`src/rtl/rocc_cmd_router_if.sv`:
```
// Bundle of the core-side RoCC port and the per-accelerator fan-out/fan-in signals.
// The slave modport is the router's view; master is the surrounding tile/bench view.
interface rocc_cmd_router_if #(
  parameter int XLEN    = 64,
  parameter int NUM_ACC = 2
);
  logic                    cmd_valid;
  logic                    cmd_ready;
  logic [6:0]              cmd_funct;
  logic [4:0]              cmd_rd;
  logic                    cmd_xd;
  logic [6:0]              cmd_opcode;
  logic [XLEN-1:0]         cmd_rs1;
  logic [XLEN-1:0]         cmd_rs2;

  logic [NUM_ACC-1:0]      acc_cmd_valid;
  logic [NUM_ACC-1:0]      acc_cmd_ready;
  logic [6:0]              acc_cmd_funct;
  logic [4:0]              acc_cmd_rd;
  logic                    acc_cmd_xd;
  logic [XLEN-1:0]         acc_cmd_rs1;
  logic [XLEN-1:0]         acc_cmd_rs2;

  logic [NUM_ACC-1:0]      acc_resp_valid;
  logic [NUM_ACC-1:0]      acc_resp_ready;
  logic [5*NUM_ACC-1:0]    acc_resp_rd;
  logic [XLEN*NUM_ACC-1:0] acc_resp_data;

  logic                    resp_valid;
  logic                    resp_ready;
  logic [4:0]              resp_rd;
  logic [XLEN-1:0]         resp_data;

  logic [NUM_ACC-1:0]      acc_busy;
  logic [NUM_ACC-1:0]      acc_interrupt;
  logic                    busy;
  logic                    interrupt;
  logic                    err_unmapped;
  logic                    err_spurious;

  modport slave (
    input  cmd_valid, cmd_funct, cmd_rd, cmd_xd, cmd_opcode, cmd_rs1, cmd_rs2,
    output cmd_ready,
    output acc_cmd_valid, acc_cmd_funct, acc_cmd_rd, acc_cmd_xd, acc_cmd_rs1, acc_cmd_rs2,
    input  acc_cmd_ready,
    input  acc_resp_valid, acc_resp_rd, acc_resp_data,
    output acc_resp_ready,
    output resp_valid, resp_rd, resp_data,
    input  resp_ready,
    input  acc_busy, acc_interrupt,
    output busy, interrupt, err_unmapped, err_spurious
  );

  modport master (
    output cmd_valid, cmd_funct, cmd_rd, cmd_xd, cmd_opcode, cmd_rs1, cmd_rs2,
    input  cmd_ready,
    input  acc_cmd_valid, acc_cmd_funct, acc_cmd_rd, acc_cmd_xd, acc_cmd_rs1, acc_cmd_rs2,
    output acc_cmd_ready,
    output acc_resp_valid, acc_resp_rd, acc_resp_data,
    input  acc_resp_ready,
    input  resp_valid, resp_rd, resp_data,
    output resp_ready,
    output acc_busy, acc_interrupt,
    input  busy, interrupt, err_unmapped, err_spurious
  );
endinterface

```
`src/rtl/rocc_cmd_router.sv`:
```
// Shares one RoCC port between NUM_ACC accelerators: opcode-slot command steering,
// round-robin response merge, outstanding counters. Define ROCC_ROUTER_PERF_EN for perf counters.
module rocc_cmd_router #(
  parameter int XLEN            = 64,
  parameter int NUM_ACC         = 2,
  parameter int MAX_OUTSTANDING = 4
) (
  input  logic             clock,
  input  logic             reset,
  rocc_cmd_router_if.slave bus
`ifdef ROCC_ROUTER_PERF_EN
  ,
  output logic [31:0]      perf_cmd_count,
  output logic [31:0]      perf_resp_count,
  output logic [31:0]      perf_stall_cycles
`endif
);

  logic [1:0]         sel;
  logic               mapped;
  logic               cmd_ready_c;
  logic               cmd_fire;
  logic [NUM_ACC-1:0] acc_cmd_valid_c;
  logic [NUM_ACC-1:0] full;
  logic [NUM_ACC-1:0] nonzero;
  logic [NUM_ACC-1:0] inc;
  logic [NUM_ACC-1:0] dec;
  logic [3:0]         cnt [NUM_ACC];

  logic [1:0]         ptr;
  logic               load_en;
  logic               grant_valid;
  int                 grant_idx;
  logic [4:0]         grant_rd;
  logic [XLEN-1:0]    grant_data;
  logic [NUM_ACC-1:0] acc_resp_ready_c;

  logic               resp_valid_q;
  logic [4:0]         resp_rd_q;
  logic [XLEN-1:0]    resp_data_q;
  logic               err_unmapped_q;
  logic               err_spurious_q;

  assign sel      = bus.cmd_opcode[6:5];
  assign mapped   = ({1'b0, sel} < 3'(NUM_ACC));
  assign cmd_fire = bus.cmd_valid & cmd_ready_c;
  assign load_en  = ~resp_valid_q | bus.resp_ready;

  // Unmapped slots are always ready so the core never deadlocks on a bad opcode.
  always_comb begin
    cmd_ready_c     = 1'b1;
    acc_cmd_valid_c = '0;
    full            = '0;
    nonzero         = '0;
    for (int i = 0; i < NUM_ACC; i++) begin
      full[i]    = (cnt[i] == 4'(MAX_OUTSTANDING));
      nonzero[i] = (cnt[i] != 4'd0);
      if (int'(sel) == i) begin
        acc_cmd_valid_c[i] = bus.cmd_valid & ~full[i];
        cmd_ready_c        = bus.acc_cmd_ready[i] & ~full[i];
      end
    end
  end

  always_comb begin
    inc = '0;
    for (int i = 0; i < NUM_ACC; i++) begin
      inc[i] = cmd_fire & bus.cmd_xd & (int'(sel) == i);
    end
  end

  // Priority is distance from ptr: candidate k steps after ptr wins over k+1.
  always_comb begin
    grant_valid = 1'b0;
    grant_idx   = 0;
    for (int k = 0; k < NUM_ACC; k++) begin
      for (int i = 0; i < NUM_ACC; i++) begin
        if (!grant_valid && bus.acc_resp_valid[i] && (((int'(ptr) + k) % NUM_ACC) == i)) begin
          grant_valid = 1'b1;
          grant_idx   = i;
        end
      end
    end
  end

  always_comb begin
    acc_resp_ready_c = '0;
    grant_rd         = '0;
    grant_data       = '0;
    for (int i = 0; i < NUM_ACC; i++) begin
      if (grant_idx == i) begin
        grant_rd            = bus.acc_resp_rd[5*i +: 5];
        grant_data          = bus.acc_resp_data[XLEN*i +: XLEN];
        acc_resp_ready_c[i] = load_en & grant_valid;
      end
    end
  end

  assign dec = bus.acc_resp_valid & acc_resp_ready_c;

  always_ff @(posedge clock) begin
    if (reset) begin
      for (int i = 0; i < NUM_ACC; i++) begin
        cnt[i] <= 4'd0;
      end
      ptr            <= 2'd0;
      resp_valid_q   <= 1'b0;
      resp_rd_q      <= '0;
      resp_data_q    <= '0;
      err_unmapped_q <= 1'b0;
      err_spurious_q <= 1'b0;
    end else begin
      for (int i = 0; i < NUM_ACC; i++) begin
        case ({inc[i], dec[i]})
          2'b10:   cnt[i] <= cnt[i] + 4'd1;
          2'b01:   if (nonzero[i]) cnt[i] <= cnt[i] - 4'd1;
          default: cnt[i] <= cnt[i];
        endcase
      end
      if (cmd_fire && !mapped) begin
        err_unmapped_q <= 1'b1;
      end
      if (|(dec & ~nonzero)) begin
        err_spurious_q <= 1'b1;
      end
      if (load_en) begin
        if (grant_valid) begin
          resp_valid_q <= 1'b1;
          resp_rd_q    <= grant_rd;
          resp_data_q  <= grant_data;
          ptr          <= 2'((grant_idx + 1) % NUM_ACC);
        end else begin
          resp_valid_q <= 1'b0;
        end
      end
    end
  end

  assign bus.cmd_ready      = cmd_ready_c;
  assign bus.acc_cmd_valid  = acc_cmd_valid_c;
  assign bus.acc_cmd_funct  = bus.cmd_funct;
  assign bus.acc_cmd_rd     = bus.cmd_rd;
  assign bus.acc_cmd_xd     = bus.cmd_xd;
  assign bus.acc_cmd_rs1    = bus.cmd_rs1;
  assign bus.acc_cmd_rs2    = bus.cmd_rs2;
  assign bus.acc_resp_ready = acc_resp_ready_c;
  assign bus.resp_valid     = resp_valid_q;
  assign bus.resp_rd        = resp_rd_q;
  assign bus.resp_data      = resp_data_q;
  assign bus.busy           = (|bus.acc_busy) | (|nonzero) | resp_valid_q;
  assign bus.interrupt      = |bus.acc_interrupt;
  assign bus.err_unmapped   = err_unmapped_q;
  assign bus.err_spurious   = err_spurious_q;

`ifdef ROCC_ROUTER_PERF_EN
  always_ff @(posedge clock) begin
    if (reset) begin
      perf_cmd_count    <= 32'd0;
      perf_resp_count   <= 32'd0;
      perf_stall_cycles <= 32'd0;
    end else begin
      if (cmd_fire) perf_cmd_count <= perf_cmd_count + 32'd1;
      if (resp_valid_q && bus.resp_ready) perf_resp_count <= perf_resp_count + 32'd1;
      if (bus.cmd_valid && !cmd_ready_c) perf_stall_cycles <= perf_stall_cycles + 32'd1;
    end
  end
`endif

endmodule

```
`src/flat_wrapper.sv`:
```
// flat-port wrapper written by rule: the top's interface ports become plain ports
module rocc_cmd_router_flat 
#(
  parameter int XLEN            = 64,
  parameter int NUM_ACC         = 2,
  parameter int MAX_OUTSTANDING = 4
)
  (clock, reset, bus_cmd_valid, bus_cmd_funct, bus_cmd_rd, bus_cmd_xd, bus_cmd_opcode, bus_cmd_rs1, bus_cmd_rs2, bus_cmd_ready, bus_acc_cmd_valid, bus_acc_cmd_funct, bus_acc_cmd_rd, bus_acc_cmd_xd, bus_acc_cmd_rs1, bus_acc_cmd_rs2, bus_acc_cmd_ready, bus_acc_resp_valid, bus_acc_resp_rd, bus_acc_resp_data, bus_acc_resp_ready, bus_resp_valid, bus_resp_rd, bus_resp_data, bus_resp_ready, bus_acc_busy, bus_acc_interrupt, bus_busy, bus_interrupt, bus_err_unmapped, bus_err_spurious);
  rocc_cmd_router_if #(.XLEN(XLEN), .NUM_ACC(NUM_ACC)) bus_i ();
  input  logic clock;
  input  logic reset;
  input wire logic [$bits(bus_i.cmd_valid)-1:0] bus_cmd_valid;
  input wire logic [$bits(bus_i.cmd_funct)-1:0] bus_cmd_funct;
  input wire logic [$bits(bus_i.cmd_rd)-1:0] bus_cmd_rd;
  input wire logic [$bits(bus_i.cmd_xd)-1:0] bus_cmd_xd;
  input wire logic [$bits(bus_i.cmd_opcode)-1:0] bus_cmd_opcode;
  input wire logic [$bits(bus_i.cmd_rs1)-1:0] bus_cmd_rs1;
  input wire logic [$bits(bus_i.cmd_rs2)-1:0] bus_cmd_rs2;
  output wire logic [$bits(bus_i.cmd_ready)-1:0] bus_cmd_ready;
  output wire logic [$bits(bus_i.acc_cmd_valid)-1:0] bus_acc_cmd_valid;
  output wire logic [$bits(bus_i.acc_cmd_funct)-1:0] bus_acc_cmd_funct;
  output wire logic [$bits(bus_i.acc_cmd_rd)-1:0] bus_acc_cmd_rd;
  output wire logic [$bits(bus_i.acc_cmd_xd)-1:0] bus_acc_cmd_xd;
  output wire logic [$bits(bus_i.acc_cmd_rs1)-1:0] bus_acc_cmd_rs1;
  output wire logic [$bits(bus_i.acc_cmd_rs2)-1:0] bus_acc_cmd_rs2;
  input wire logic [$bits(bus_i.acc_cmd_ready)-1:0] bus_acc_cmd_ready;
  input wire logic [$bits(bus_i.acc_resp_valid)-1:0] bus_acc_resp_valid;
  input wire logic [$bits(bus_i.acc_resp_rd)-1:0] bus_acc_resp_rd;
  input wire logic [$bits(bus_i.acc_resp_data)-1:0] bus_acc_resp_data;
  output wire logic [$bits(bus_i.acc_resp_ready)-1:0] bus_acc_resp_ready;
  output wire logic [$bits(bus_i.resp_valid)-1:0] bus_resp_valid;
  output wire logic [$bits(bus_i.resp_rd)-1:0] bus_resp_rd;
  output wire logic [$bits(bus_i.resp_data)-1:0] bus_resp_data;
  input wire logic [$bits(bus_i.resp_ready)-1:0] bus_resp_ready;
  input wire logic [$bits(bus_i.acc_busy)-1:0] bus_acc_busy;
  input wire logic [$bits(bus_i.acc_interrupt)-1:0] bus_acc_interrupt;
  output wire logic [$bits(bus_i.busy)-1:0] bus_busy;
  output wire logic [$bits(bus_i.interrupt)-1:0] bus_interrupt;
  output wire logic [$bits(bus_i.err_unmapped)-1:0] bus_err_unmapped;
  output wire logic [$bits(bus_i.err_spurious)-1:0] bus_err_spurious;
  assign bus_i.cmd_valid = bus_cmd_valid;
  assign bus_i.cmd_funct = bus_cmd_funct;
  assign bus_i.cmd_rd = bus_cmd_rd;
  assign bus_i.cmd_xd = bus_cmd_xd;
  assign bus_i.cmd_opcode = bus_cmd_opcode;
  assign bus_i.cmd_rs1 = bus_cmd_rs1;
  assign bus_i.cmd_rs2 = bus_cmd_rs2;
  assign bus_cmd_ready = bus_i.cmd_ready;
  assign bus_acc_cmd_valid = bus_i.acc_cmd_valid;
  assign bus_acc_cmd_funct = bus_i.acc_cmd_funct;
  assign bus_acc_cmd_rd = bus_i.acc_cmd_rd;
  assign bus_acc_cmd_xd = bus_i.acc_cmd_xd;
  assign bus_acc_cmd_rs1 = bus_i.acc_cmd_rs1;
  assign bus_acc_cmd_rs2 = bus_i.acc_cmd_rs2;
  assign bus_i.acc_cmd_ready = bus_acc_cmd_ready;
  assign bus_i.acc_resp_valid = bus_acc_resp_valid;
  assign bus_i.acc_resp_rd = bus_acc_resp_rd;
  assign bus_i.acc_resp_data = bus_acc_resp_data;
  assign bus_acc_resp_ready = bus_i.acc_resp_ready;
  assign bus_resp_valid = bus_i.resp_valid;
  assign bus_resp_rd = bus_i.resp_rd;
  assign bus_resp_data = bus_i.resp_data;
  assign bus_i.resp_ready = bus_resp_ready;
  assign bus_i.acc_busy = bus_acc_busy;
  assign bus_i.acc_interrupt = bus_acc_interrupt;
  assign bus_busy = bus_i.busy;
  assign bus_interrupt = bus_i.interrupt;
  assign bus_err_unmapped = bus_i.err_unmapped;
  assign bus_err_spurious = bus_i.err_spurious;
  rocc_cmd_router #(.XLEN(XLEN), .NUM_ACC(NUM_ACC), .MAX_OUTSTANDING(MAX_OUTSTANDING)) u_core (.clock(clock), .reset(reset), .bus(bus_i));
endmodule
```
`config.mk`:
```
export PLATFORM = sky130hd
export DESIGN_NAME = rocc_cmd_router_flat
export DESIGN_NICKNAME = d
export VERILOG_FILES = /design/src/rtl/rocc_cmd_router_if.sv /design/src/rtl/rocc_cmd_router.sv /design/src/flat_wrapper.sv
export SDC_FILE = /design/constraint.sdc
export NUM_CORES = 1
export LEC_CHECK = 0
export BUFFER_PORTS_ARGS = -buffer_cell sky130_fd_sc_hd__buf_2
export CORE_AREA = 4 4 197 199
export DETAILED_ROUTE_END_ITERATION = 7
export DIE_AREA = 0 0 201 203
export GPL_TIMING_DRIVEN = 0
export PLACE_DENSITY = 0.33
export SYNTH_ARGS = -nofsm -noshare
export SYNTH_HDL_FRONTEND = slang
export SYNTH_SLANG_ARGS = --single-unit
```
`constraint.sdc`:
```
create_clock -name clock -period 3.6 [get_ports clock]
set_clock_uncertainty 0.05 [all_clocks]
set_input_delay 0.18 -clock clock [delete_from_list [all_inputs] [get_ports clock]]
set_output_delay 0.18 -clock clock [all_outputs]
set_load 0.01 [all_outputs]
```
# Word-level counts from Yosys, hierarchy flattened
# Memories as Yosys holds them, arrays and structs flattened.
# Index checks and enable logic that the tools add are counted.
[classes]
order_cmp = 1
n_addsub = 6
eq_ne = 9
reduce_logical = 25
mux = 46
bitwise = 25
[op_table]
columns = ["operator", "count"]
rows = [
  ["64-bit 2-to-1 mux", 2],
  ["32-bit logical NOT", 3],
  ["1-bit 2-to-1 mux", 36],
  ["4-bit 2-to-1 mux", 6],
  ["2-bit OR reduction", 6],
  ["5-bit 2-to-1 mux", 2],
  ["1-bit bitwise AND", 9],
  ["1-bit OR", 9],
  ["4-bit by 1-bit adder with 4-bit output, second input constant", 2],
  ["2-bit equality test, second input constant", 4],
  ["4-bit by 3-bit equality test with 1-bit output, second input constant", 2],
  ["1-bit logical AND", 8],
  ["4-bit nonzero test", 2],
  ["4-bit by 1-bit subtractor with 4-bit output, second input constant", 2],
  ["2-bit bitwise AND", 2],
  ["2-bit by 1-bit equality test with 1-bit output, second input constant", 2],
  ["1-bit logical NOT", 4],
  ["1-bit inverter", 3],
  ["1-bit adder, second input constant", 2],
  ["2-bit logical NOT", 1],
  ["2-bit less-than comparator, second input constant", 1],
  ["2-bit inverter", 1],
  ["2-bit AND reduction", 1],
  ["1-bit bitwise AND, first input constant", 1],
  ["1-bit equality test, second input constant", 1],
]
[word_totals]
output_inout_bits = 220
ff_bits = 73
memories = 1
mem_bits_rw = 8
[mem_list]
columns = ["memory", "words", "word_bits", "rd", "rd_ports_with_merged_regs", "wr", "line_no", "rtl"]
rows = [
  ["u_core.cnt", 2, 4, 2, 0, 2, "rocc_cmd_router.sv:28", "logic [3:0] cnt [NUM_ACC];"],
]

# Longest topological paths before layout
# Gate-level depths: netlist of run 1.
[logic_depth]
word_depth = 25
mapped_depth = 14
ltp_nobuf = 14

# Worst setup path after synthesis of run 1
# Ideal clock, no wire load.
[synth_timing]
path_type = "register to register"
from = "memory u_core.cnt[0][1]"
to = "memory u_core.cnt[1][3], data pin"
slack_ns = 0.358
setup_time_ns = 0.261
period_less_slack_ns = 3.242
path_buffers = 1
t_arrival_ns = 2.932
stages_incl_launch_ff = 11
cell_sequence = "edfxtp_1 or4b_1 a221o_1 and3_4 and2_1 ha_1 o21bai_1 or2_1 clkbuf_1 a31o_1 a221o_1"
[synth_lines]
columns = ["item", "line_no"]
rows = [
  ["start: declaration", "rocc_cmd_router.sv:28"],
]

==> Implementation_results.wiki, run 1 <==
{| class="wikitable"
! Metric !! Value
|-
| Final critical delay including setup and external delays || 3410 ps
|-
| Wire length reported by the detailed router || 22500 um
|-
| Starting Density || 12.1%
|-
| Placement Rows || 71
|-
| Number of global-route vias before repair || 5237
|-
| Part of the Yosys area used for sequential elements || 37.8%
|-
| Via density || 3.73
|-
| Synthesis Warnings || 0
|-
| Transition time of the tightest slew-check pin || 797 ps
|-
| Internal power summed over all cells || 1.99 mW
|-
| Detailed-routing iteration count for the pre-antenna-repair pass || 8
|-
| RSZ-0062 raised after global routing || false
|-
| Maximum fanout encountered on the critical timing path || 5
|-
| Launch point of the critical path || u_core.cnt[0][1]$_SDFFCE_PN0P_
|-
| Sw Ratio || 30.6%
|-
| Dpl cell area || 0.00695 mm2
|-
| TritonCTS buffer count || 9
|-
| Total Nets Final || roughly 1200
|-
| Iter 0 DRT Violations || 478
|-
| Number of synthesized register bits || 81
|-
| Area inside the core boundary || about 0.037 mm2
|-
| Height of the chip || 203 um
|-
| Max capacitance violation total || 0
|-
| Total overflow reported by the global router || 0
|-
| Syn_nets || ~800
|-
| Arrival time worst endpoint || 3560 ps
|-
| Clock latency on the worst-skew pair || 350 ps
|-
| Cell area after synthesis || 0.00450 mm2
|-
| Switching Power || approximately 0.88 mW
|-
| Critical path data required time || 3750 ps
|-
| Post-synthesis area per instance || 9.18 um2
|-
| Post-CTS setup buffer count || 0
|-
| Gr usage total || 10.1%
|-
| Clk sinks || 81
|-
| Final-report hold violation count || 0
|-
| Gpl congestion || 0.745
|-
| Sum of negative setup slack || 0 ps
|-
| Leading cell types in the layout, fill and taps excluded || buf_2, buf_4, nor2_1
|-
| Utilization after layout || 20.0%
|-
| Number of enable-type register cells in the synthesized netlist || 8
|-
| Top flip-flop cell by instance count after synthesis || dfxtp_1
|-
| Area Growth Syn to Fin || 65.5%
|-
| Global-route wire length before repair || between 30000 and 40000 um
|-
| Instance count of the mapped netlist || 490
|-
| Overall power || 2.87 mW
|-
| Reg2reg start || u_core.cnt[0][1]$_SDFFCE_PN0P_
|-
| Worst hold path startpoint || bus_acc_resp_data[93]
|-
| Slew Limit Headroom || 46.5%
|-
| Share of power burned in registers || around 37%
|-
| Number of ports placed on the die boundary || 518
|-
| Achievable frequency || 293 MHz
|-
| # DRC || 0
|-
| Setup violation total in the final timing report || 0
|-
| Area of combinational cells with multiple inputs || between 0.0015 and 0.002 mm2
|-
| Most common cell after layout, fill and taps aside || buf_2
|-
| Proportion of power drawn by the clock network || 36.2%
|-
| Clock buffer depth || 2
|-
| Per-cell routed wire length || 16.5 um
|-
| Status || finished, final reports clean
|-
| Crit-path cells || or4b_1 -> a221o_1 -> and3_4 -> nand2_1 -> ha_1 -> nand2b_1 -> nor2_1 -> ha_1 -> a21o_2 -> a21oi_1 -> a21bo_1 -> a21oi_1
|-
| Reg area || 0.00170 mm2
|-
| Antenna-violating nets left || 0
|-
| Cell with the largest stage delay on the worst path || or4b_1
|-
| CTS tree || done
|-
| Number of I/O port buffers || 371
|-
| Power share of the combinational group || 27.3%
|-
| Level count of the clock H-tree || 3
|-
| Antenna violations before repair || 1
|-
| Chip Width || 201 um
|-
| Max-slew violations || 0
|-
| Detail Placement HPWL || 18300 um
|-
| Proportion of synthesized flip-flops having asynchronous set or reset || 0%
|-
| Critical path class || flip-flop to flip-flop
|-
| Final non-filler cell area || 0.00745 mm2
|-
| Largest stage delay on the critical path || 600 ps
|-
| Share of the clock period used by the worst path || 94.8%
|-
| Master cell of the clock root buffer || clkbuf_16
|-
| Startpoint class of the critical path || flip-flop
|-
| Power per Cell Area || 385 mW/mm2
|-
| Pin count of the biggest net entering global routing || 15
|-
| Die area || 0.0408 mm2
|-
| Distinct cells, synth || 44
|-
| Maximum vdd drop || 0.176 mV
|-
| Endpoint kind of the worst setup timing path || flip-flop
|-
| Path type of the worst min-delay path || input pin to flip-flop
|-
| Share of post-route cells with drive strength above 1 || 61.2%
|-
| Static leakage power || 3.79 nW
|-
| Fillers || 4187
|-
| Clock slew at the register clock pins of the worst setup and hold paths || 70 ps
|-
| Vias post-DR || 5102
|}
path summary, 6_finish.rpt:
path / to / slack, ps / cells after the start
worst min-delay path: u_core.bus.resp_data[29]$_SDFFE_PP0N_ / 20 / 3
worst min register to register: u_core.bus.err_spurious$_SDFFE_PP0P_ / 430 / 2
worst max-delay path: u_core.cnt[0][3]$_SDFFCE_PN0P_ / 190 / 12
worst max register to register: u_core.cnt[0][3]$_SDFFCE_PN0P_ / 190 / 12
layout make-up:
class                   instances  area share (%)
flip-flops and latches         81            22.8
diodes                          1          0.0336
clock buffers                  11            3.54
well taps                     474            7.96
multi-input cells             224            21.1
plain buffers                 172            15.9
repair buffers                388            27.2
clock inverters                 5           0.773
inverters                      11           0.554
routing by layer:
metal / vias up / track usage, % / part of all wire [%]
li1: 2458 / - / -
met1: 2315 / 12.1 / 40
met2: 314 / 17.3 / 49
met3: 13 / 3.87 / 9.7
met4: 2 / 2.58 / 1.1
met5: - / 0 / 0.058
per-stage QoR:
| step | setup slack [ps] | hold slack (ps) | cells |
|---|---|---|---|
| global route | 1.25 | 12.0 | 1366 |
| floorplan | 358 | 271 | 490 |
| global placement | -228 | 371 | 1335 |
| CTS | 105 | 0.431 | 1367 |
| finish | 188 | 21.8 | 1367 |
| detailed placement | -220 | 375 | 1335 |
Yosys cell counts (2+ instances only):
library cell	number	area, um2
a21oi_1	7	35.0
buf_4	141	1060
and3_1	3	18.8
inv_1	11	41.3
and2_1	3	18.8
nand3b_1	2	15.0
a221o_1	2	20.0
nand3_1	2	10.0
o211a_1	2	20.0
nor2_1	81	304
dfxtp_1	73	1460
nand2b_1	2	12.5
nor2b_1	3	18.8
clkbuf_1	24	90.1
nand2_1	6	22.5
buf_2	9	45.0
ha_1	8	100
o22ai_1	3	18.8
a222oi_1	69	691
edfxtp_1	8	240
nor3_1	4	20.0
o21ai_0	4	20.0
a221oi_1	2	17.5
cell families (layout without fill, tap and decap cells):
group | after synthesis | count (layout) | share of synthesized area [%]
flops | 81 | 81 | 37.8
compound gates | 97 | 97 | 19.9
simple gates | 117 | 117 | 12.0
buf+inv | 185 | 587 | 27.4
other cells | 0 | 1 | 0
fa+ha+maj | 9 | 9 | 2.67
xor+xnor | 1 | 1 | 0.195
critical path, delay by kind of cell (launching register included):
kind	cells	cell delay, ps
AOI/OAI and AO/OA	5	1060
and+or+nand+nor	5	1280
DFF	1	450
adders and majority gates	2	430
registers in the layout, indices dropped and copies added, names as in the netlist:
name                     count
u_core.bus.resp_valid        1
u_core.bus.err_spurious      1
u_core.ptr                   1
u_core.bus.err_unmapped      1
u_core.bus.resp_data        64
u_core.cnt                   8
u_core.bus.resp_rd           5
power groups by stage:
stage,sequential (mW),combinational (mW),clock [mW]
2_1_floorplan,1.09,0.411,0
3_3_place_gp,1.07,0.790,0
3_5_place_dp,1.07,0.786,0
4_1_cts,1.05,0.804,1.10
5_1_grt,1.06,0.867,1.12
6_report,1.05,0.784,1.04
what timing repair did:
item | CTS | global route
endpoints found under the hold margin | 17 | 0
hold buffers | 17 | 0
setup endpoints to repair | 9 | 3
gates resized for setup | 2 | 0
pin swaps | 0 | 1
Power figures use the tool's default switching activity.
==> inputs of run 2 (changes only) <==
--- a/config.mk
+++ b/config.mk
@@ -5,7 +5,7 @@
 export SDC_FILE = /design/constraint.sdc
 export NUM_CORES = 1
 export LEC_CHECK = 0
-export BUFFER_PORTS_ARGS = -buffer_cell sky130_fd_sc_hd__buf_2
+export BUFFER_PORTS_ARGS = -buffer_cell sky130_fd_sc_hd__buf_4
 export CORE_AREA = 4 4 197 199
 export DETAILED_ROUTE_END_ITERATION = 7
 export DIE_AREA = 0 0 201 203
==> Implementation_results.wiki, run 2 (synthesis results as in run 1) <==
{| class="wikitable"
! Metric !! Value
|-
| Status || finished, final reports clean
|-
| Achievable frequency || around 300 MHz
|-
| Clock latency on the worst-skew pair || about 350 ps
|-
| Leading cell types in the layout, fill and taps excluded || buf_4, nor2_1, dfxtp_1
|-
| Max-slew violations || 0
|-
| PnR worst setup slack || 193 ps
|-
| Antenna-violating nets left || 0
|-
| Total Nets Final || 1201
|-
| Arrival time worst endpoint || between 3000 and 4000 ps
|-
| Final cell count without fillers || between 1000 and 1500
|-
| Number of global-route vias before repair || 5489
|-
| Length of routed met2 wiring || 12000 um
|-
| Die area || roughly 0.04 mm2
|-
| Detailed-routing iteration count for the pre-antenna-repair pass || 7
|-
| Top metal layer carrying routed signals || met4
|-
| Maximum vdd drop || 0.192 mV
|-
| Total routed wire length on the met1 layer || 8980 um
|-
| Number of ports placed on the die boundary || between 500 and 600
|-
| Startpoint class of the critical path || flip-flop
|-
| Total overflow reported by the global router || 0
|-
| Share of post-route cells with drive strength above 1 || 60.8%
|-
| Final-report hold violation count || 0
|-
| Share of power burned in registers || roughly a third
|-
| Antenna violations before repair || 0
|-
| Path type of the worst min-delay path || input pin to flip-flop
|-
| Vias post-DR || 5161
|-
| Metal3 WL || 2330 um
|-
| Placed Instances || 1335
|-
| Slew Limit Headroom || 47.4%
|-
| Via density || 3.76
|-
| Worst hold slack || about 22 ps
|-
| Endpoint kind of the worst setup timing path || flip-flop
|-
| RSZ-0062 raised after global routing || false
|-
| Area Growth Syn to Fin || 88.3%
|-
| Maximum fanout encountered on the critical timing path || 5
|-
| Final critical delay including setup and external delays || roughly 3400 ps
|-
| Chip Width || 201 um
|-
| Proportion of power drawn by the clock network || between 30% and 40%
|-
| Height of the chip || 203 um
|-
| Sw Ratio || approximately 29%
|-
| Number of buffer and inverter instances along the worst setup path || 0
|-
| Power share of the combinational group || 30.0%
|-
| Area inside the core boundary || around 0.037 mm2
|-
| Gr usage total || 10.6%
|-
| Master cell of the clock root buffer || clkbuf_16
|-
| Most common cell after layout, fill and taps aside || buf_4
|-
| Max capacitance violation total || 0
|-
| Transition time of the tightest slew-check pin || 784 ps
|-
| Switching Power || 0.881 mW
|-
| Post-CTS setup buffer count || 0
|-
| TritonCTS buffer count || 9
|-
| Largest stage delay on the critical path || a little under 600 ps
|-
| Clock buffer depth || 2
|-
| Fillers || 4140
|-
| CTS tree || done
|-
| Critical path class || flip-flop to flip-flop
|-
| Clock slew at the register clock pins of the worst setup and hold paths || 70 ps
|-
| Overall power || slightly above 3 mW
|-
| Per-cell routed wire length || 17.1 um
|-
| Power per Cell Area || 363 mW/mm2
|-
| Cell with the largest stage delay on the worst path || or4b_1
|-
| Starting Density || 12.1%
|-
| Iter 0 DRT Violations || 420
|-
| Number of I/O port buffers || roughly 370
|-
| Internal power summed over all cells || 2.19 mW
|-
| Static leakage power || approximately 4.1 nW
|-
| Diode insertion count for antenna repair || 0
|-
| Share of the clock period used by the worst path || 94.6%
|-
| Level count of the clock H-tree || 3
|-
| # DRC || 0
|-
| Global-route wire length before repair || 33200 um
|-
| Critical path data required time || approximately 3800 ps
|-
| Detail Placement HPWL || 19100 um
|-
| Crit-path cells || or4b_1 -> a221o_1 -> and3_4 -> nand2_1 -> ha_1 -> nand2b_1 -> nor2_1 -> ha_1 -> a21o_2 -> a21oi_1 -> a21bo_1 -> a21oi_1
|-
| Largest delay contributor family on the critical path || simple AND/OR/NAND/NOR gates
|-
| Number of flip-flops under the largest register name || 64
|-
| Placement Rows || 71
|-
| Setup violation total in the final timing report || 0
|-
| Setup slack at placement || -113 ps
|-
| Gpl congestion || 0.714
|-
| Wire length reported by the detailed router || 23500 um
|-
| Clk sinks || 81
|-
| Pin count of the biggest net entering global routing || 14
|}
[run 2: cell count changes in the layout (fill, tap and decap cells not counted), sizes merged]
| cell | change |
|---|---|
| bufinv | +1 |
| clkbuf | +2 |
| clkinv | -2 |
| diode | -1 |
| dlygate4sd3 | +7 |
| inv | -1 |
[run 2: path summary, 6_finish.rpt]
| kind | from | endpoint | slack, ps | cells after the start |
|---|---|---|---|---|
| worst max-delay path | u_core.cnt[0][0]$_SDFFCE_PN0P_ | u_core.cnt[0][3]$_SDFFCE_PN0P_ | 190 | 12 |
| worst min-delay path | bus_acc_resp_data[96] | u_core.bus.resp_data[32]$_SDFFE_PP0N_ | 20 | 3 |
| worst max register to register | u_core.cnt[0][0]$_SDFFCE_PN0P_ | u_core.cnt[0][3]$_SDFFCE_PN0P_ | 190 | 12 |
| worst min register to register | u_core.bus.err_unmapped$_SDFFE_PP0P_ | u_core.bus.err_unmapped$_SDFFE_PP0P_ | 440 | 2 |
[run 2: metal layers]
| metal | vias up | global-route usage, % |
|---|---|---|
| li1 | 2468 | - |
| met1 | 2375 | 11.6 |
| met2 | 303 | 19.0 |
| met3 | 15 | 4.31 |
| met4 | 0 | 2.88 |
| met5 | - | 0 |
[run 2: what timing repair did]
item,in CTS,in global routing
endpoints found under the setup margin,4,2
hold endpoints to repair,24,0
hold buffers,24,0
resized for setup,1,5
pin swaps,0,0
[run 2: power by group through the flow]
stage / registers (mW) / logic [mW] / clock network [mW]
after floorplan: 1.09 / 0.411 / 0
after global placement: 1.07 / 0.923 / 0
after detailed placement: 1.07 / 0.919 / 0
after CTS: 1.05 / 0.943 / 1.15
after global routing: 1.06 / 1.01 / 1.18
final: 1.05 / 0.922 / 1.10
[run 2: final cells by class]
type	instances	area, um2	area share, %
Inverter	11	41.3	0.487
Buffer	172	1190	14.0
Sequential cell	81	1700	20.1
Timing Repair Buffer	395	3030	35.7
Tap cell	474	593	7.00
Multi-Input combinational cell	224	1580	18.7
Clock inverter	3	68.8	0.812
Clock buffer	13	272	3.21
[run 2: worst min-delay path: cells and delay by family]
kind,cells,cell delay [ps]
buf+inv,1,80
compound gates,1,50
simple gates,1,80
[run 2: through the flow]
step	TNS, ps	util, %	instance area, um2
after floorplan	0	-	4500
after detailed placement	-236	21.2	7880
after global placement	-479	21.2	7880
final	0	22.8	8470
after CTS	0	22.7	8470
after global routing	0	22.8	8470
==> inputs of run 3 (changes only) <==
--- a/config.mk
+++ b/config.mk
@@ -5,12 +5,13 @@
 export SDC_FILE = /design/constraint.sdc
 export NUM_CORES = 1
 export LEC_CHECK = 0
+export ABC_AREA = 1
 export BUFFER_PORTS_ARGS = -buffer_cell sky130_fd_sc_hd__buf_4
-export CORE_AREA = 4 4 197 199
+export CORE_AREA = 4 4 202 204
 export DETAILED_ROUTE_END_ITERATION = 7
-export DIE_AREA = 0 0 201 203
+export DIE_AREA = 0 0 206 208
 export GPL_TIMING_DRIVEN = 0
-export PLACE_DENSITY = 0.33
 export SYNTH_ARGS = -nofsm -noshare
 export SYNTH_HDL_FRONTEND = slang
 export SYNTH_SLANG_ARGS = --single-unit
+export TNS_END_PERCENT = 100
==> Implementation_results.wiki, run 3 <==
{| class="wikitable"
! Metric !! Value
|-
| Placement Rows || 73
|-
| Leading cell types in the layout, fill and taps excluded || buf_4, nand2_1, dfxtp_1
|-
| CTS tree || done
|-
| Leading post-synthesis cells by cell area || dfxtp_1, buf_4, nand2_1
|-
| Synthesis Warnings || 0
|-
| Area Growth Syn to Fin || 81.5%
|-
| Detailed-routing iteration count for the pre-antenna-repair pass || 4
|-
| Critical path class || flip-flop to flip-flop
|-
| Number of global-route vias before repair || around 5800
|-
| Maximum vdd drop || 0.205 mV
|-
| Endpoint kind of the worst setup timing path || flip-flop
|-
| Area inside the core boundary || 0.0393 mm2
|-
| Share of post-route cells with drive strength above 1 || a little over half
|-
| Gr usage total || 9.77%
|-
| Clk sinks || 81
|-
| Top flip-flop cell by instance count after synthesis || dfxtp_1
|-
| Via density || 3.51
|-
| Iter 0 DRT Violations || 213
|-
| Post-CTS setup buffer count || 0
|-
| Slew Limit Headroom || roughly 35%
|-
| Antenna violations before repair || 1
|-
| Worst hold slack || 28.9 ps
|-
| Cell with the largest stage delay on the worst path || nor2_4
|-
| Clock latency on the worst-skew pair || roughly 360 ps
|-
| Largest delay contributor family on the critical path || simple AND/OR/NAND/NOR gates
|-
| Launch point of the critical path || u_core.ptr[0]$_SDFFE_PP0N_
|-
| Number of I/O port buffers || around 370
|-
| Power per Cell Area || 343 mW/mm2
|-
| Maximum fanout encountered on the critical timing path || 10
|-
| Path type of the worst min-delay path || input pin to flip-flop
|-
| Number of flip-flops under the largest register name || 64
|-
| # DRC || 0
|-
| Fillers || roughly 4400
|-
| Max capacitance violation total || 0
|-
| Distinct cells, synth || 25
|-
| Transition time of the tightest slew-check pin || 969 ps
|-
| Chip Width || approximately 210 um
|-
| Proportion of power drawn by the clock network || between 30% and 40%
|-
| Instance count of the mapped netlist || 646
|-
| Overall power || 2.95 mW
|-
| Number of buffer and inverter instances along the worst setup path || 3
|-
| Final-report hold violation count || 0
|-
| TritonCTS buffer count || 9
|-
| Part of the Yosys area used for sequential elements || 35.9%
|-
| Vias post-DR || 5523
|-
| Pin count of the biggest net entering global routing || 14
|-
| Number of ports placed on the die boundary || roughly 520
|-
| Power share of the combinational group || 32.6%
|-
| Diode insertion count for antenna repair || 0
|-
| Wire length reported by the detailed router || 22100 um
|-
| Status || finished, final reports clean
|-
| Max-slew violations || 0
|-
| Switching Power || 0.923 mW
|-
| Clock slew at the register clock pins of the worst setup and hold paths || roughly 70 ps
|-
| Sum of negative setup slack || 0 ps
|-
| Final critical delay including setup and external delays || 3100 ps
|-
| Sw Ratio || 31.3%
|-
| Per-cell routed wire length || between 10 and 15 um
|-
| Utilization after layout || 21.9%
|-
| Critical path data required time || 3670 ps
|-
| Total overflow reported by the global router || 0
|-
| Clock buffer depth || 2
|-
| Gpl congestion || ~0.78
|-
| Share of the clock period used by the worst path || 86.2%
|-
| Antenna-violating nets left || 0
|-
| Number of enable-type register cells in the synthesized netlist || 8
|-
| Height of the chip || 208 um
|-
| Internal power summed over all cells || 2.03 mW
|-
| Largest stage delay on the critical path || 370 ps
|-
| Startpoint class of the critical path || flip-flop
|-
| Global-route wire length before repair || around 32000 um
|-
| RSZ-0062 raised after global routing || false
|-
| Detail Placement HPWL || approximately 18000 um
|-
| Area share of the largest cell type after synthesis || a little under a third
|-
| Master cell of the clock root buffer || clkbuf_16
|-
| Number of synthesized register bits || between 80 and 90
|-
| Arrival time worst endpoint || 3170 ps
|-
| Syn_nets || around 950
|-
| Worst hold path startpoint || bus_acc_resp_data[1]
|-
| Post-synthesis area per instance || 7.34 um2
|-
| PnR worst setup slack || 496 ps
|-
| Reg2reg start || u_core.ptr[0]$_SDFFE_PP0N_
|-
| Most instantiated library cell after synthesis || nand2_1
|-
| Setup slack at placement || 408 ps
|-
| Setup violation total in the final timing report || 0
|-
| Achievable frequency || 322 MHz
|-
| Static leakage power || 4.18 nW
|-
| Synth top cells by count || nand2_1, buf_4, dfxtp_1
|-
| Share of power burned in registers || 36.1%
|-
| Total Nets Final || approximately 1300
|-
| Proportion of synthesized flip-flops having asynchronous set or reset || 0%
|-
| Starting Density || 12.1%
|-
| Crit-path cells || o21ai_2 -> inv_2 -> nor2_4 -> buf_2 -> ha_1 -> nand3_1 -> inv_1 -> ha_1 -> a21o_1 -> a21oi_1 -> nand3_1 -> nand2_1 -> nor2_1
|-
| Level count of the clock H-tree || 3
|-
| Yosys top cell by area || dfxtp_1
|-
| Cell area after synthesis || 0.00474 mm2
|-
| Most common cell after layout, fill and taps aside || buf_4
|-
| Die area || about 0.043 mm2
|}
[run 3: changes by cell type after synthesis, sizes merged, moves of 7 or more]
| cell | previous run | this run |
|---|---|---|
| nand2 | 6 | 230 |
| a31oi | 0 | 70 |
| a222oi | 69 | 0 |
| nor2 | 81 | 16 |
| inv | 11 | 29 |
| clkbuf | 24 | 14 |
| nand3 | 2 | 11 |
| buf | 150 | 157 |
[run 3: worst reg2reg max path, cell delays in order, from the launching register on]
cell and delay [ps]:
dfxtp_1 320, o21ai_2 270, inv_2 90, nor2_4 370
buf_2 370, ha_1 260, nand3_1 190, inv_1 130
ha_1 240, a21o_1 170, a21oi_1 180, nand3_1 100
nand2_1 70, nor2_1 50
[run 3: cells by family after synthesis]
kind of cell	synth area share [%]
flops	35.9
buf+inv	27.5
compound gates	11.1
fa+ha+maj	2.53
xor+xnor	0.924
simple gates	22.0
[run 3: cell type report]
| type | instances | area, um2 | share of cell area [%] |
|---|---|---|---|
| Clock buffer | 12 | 256 | 2.98 |
| Multi-Input combinational cell | 365 | 1740 | 20.2 |
| Inverter | 29 | 109 | 1.27 |
| Tap cell | 525 | 657 | 7.64 |
| Buffer | 171 | 1190 | 13.9 |
| Timing Repair Buffer | 385 | 2920 | 34.0 |
| Sequential cell | 81 | 1700 | 19.8 |
| Clock inverter | 4 | 26.3 | 0.305 |
[run 3: per-layer routing]
layer | vias to the layer above | part of all wire, % | track usage [%]
li1 | 2733 | - | -
met3 | 23 | 8.9 | 2.84
met2 | 274 | 50 | 17.2
met5 | - | 0 | 0
met1 | 2493 | 39 | 11.1
met4 | 0 | 2.1 | 3.72
[run 3: worst paths after layout]
| kind | to | slack, ps | cells after the start |
|---|---|---|---|
| setup / recovery | u_core.cnt[0][3]$_SDFFCE_PN0P_ | 500 | 13 |
| hold / removal | u_core.bus.resp_data[1]$_SDFFE_PP0N_ | 30 | 3 |
| setup reg to reg | u_core.cnt[0][3]$_SDFFCE_PN0P_ | 500 | 13 |
| hold reg to reg | u_core.bus.err_unmapped$_SDFFE_PP0P_ | 410 | 2 |
[run 3: stage by stage]
stage | std cells | cell area (um2)
final | 1572 | 8600
after global placement | 1543 | 8190
after global routing | 1572 | 8600
after detailed placement | 1543 | 8190
after CTS | 1572 | 8600
after floorplan | 646 | 4740
[run 3: power by group through the flow]
stage	Sequential (mW)	Clock (mW)	Combinational (mW)
3_3_place_gp	1.08	0	0.957
4_1_cts	1.06	0.977	0.981
5_1_grt	1.07	1.00	1.06
6_report	1.06	0.924	0.961
2_1_floorplan	1.11	0	0.433
3_5_place_dp	1.08	0	0.966
[run 3: repair_timing]
action / in CTS / in global routing
gates resized for setup: 0 / 0
endpoints found under the hold margin: 13 / 0
hold buffers: 13 / 0
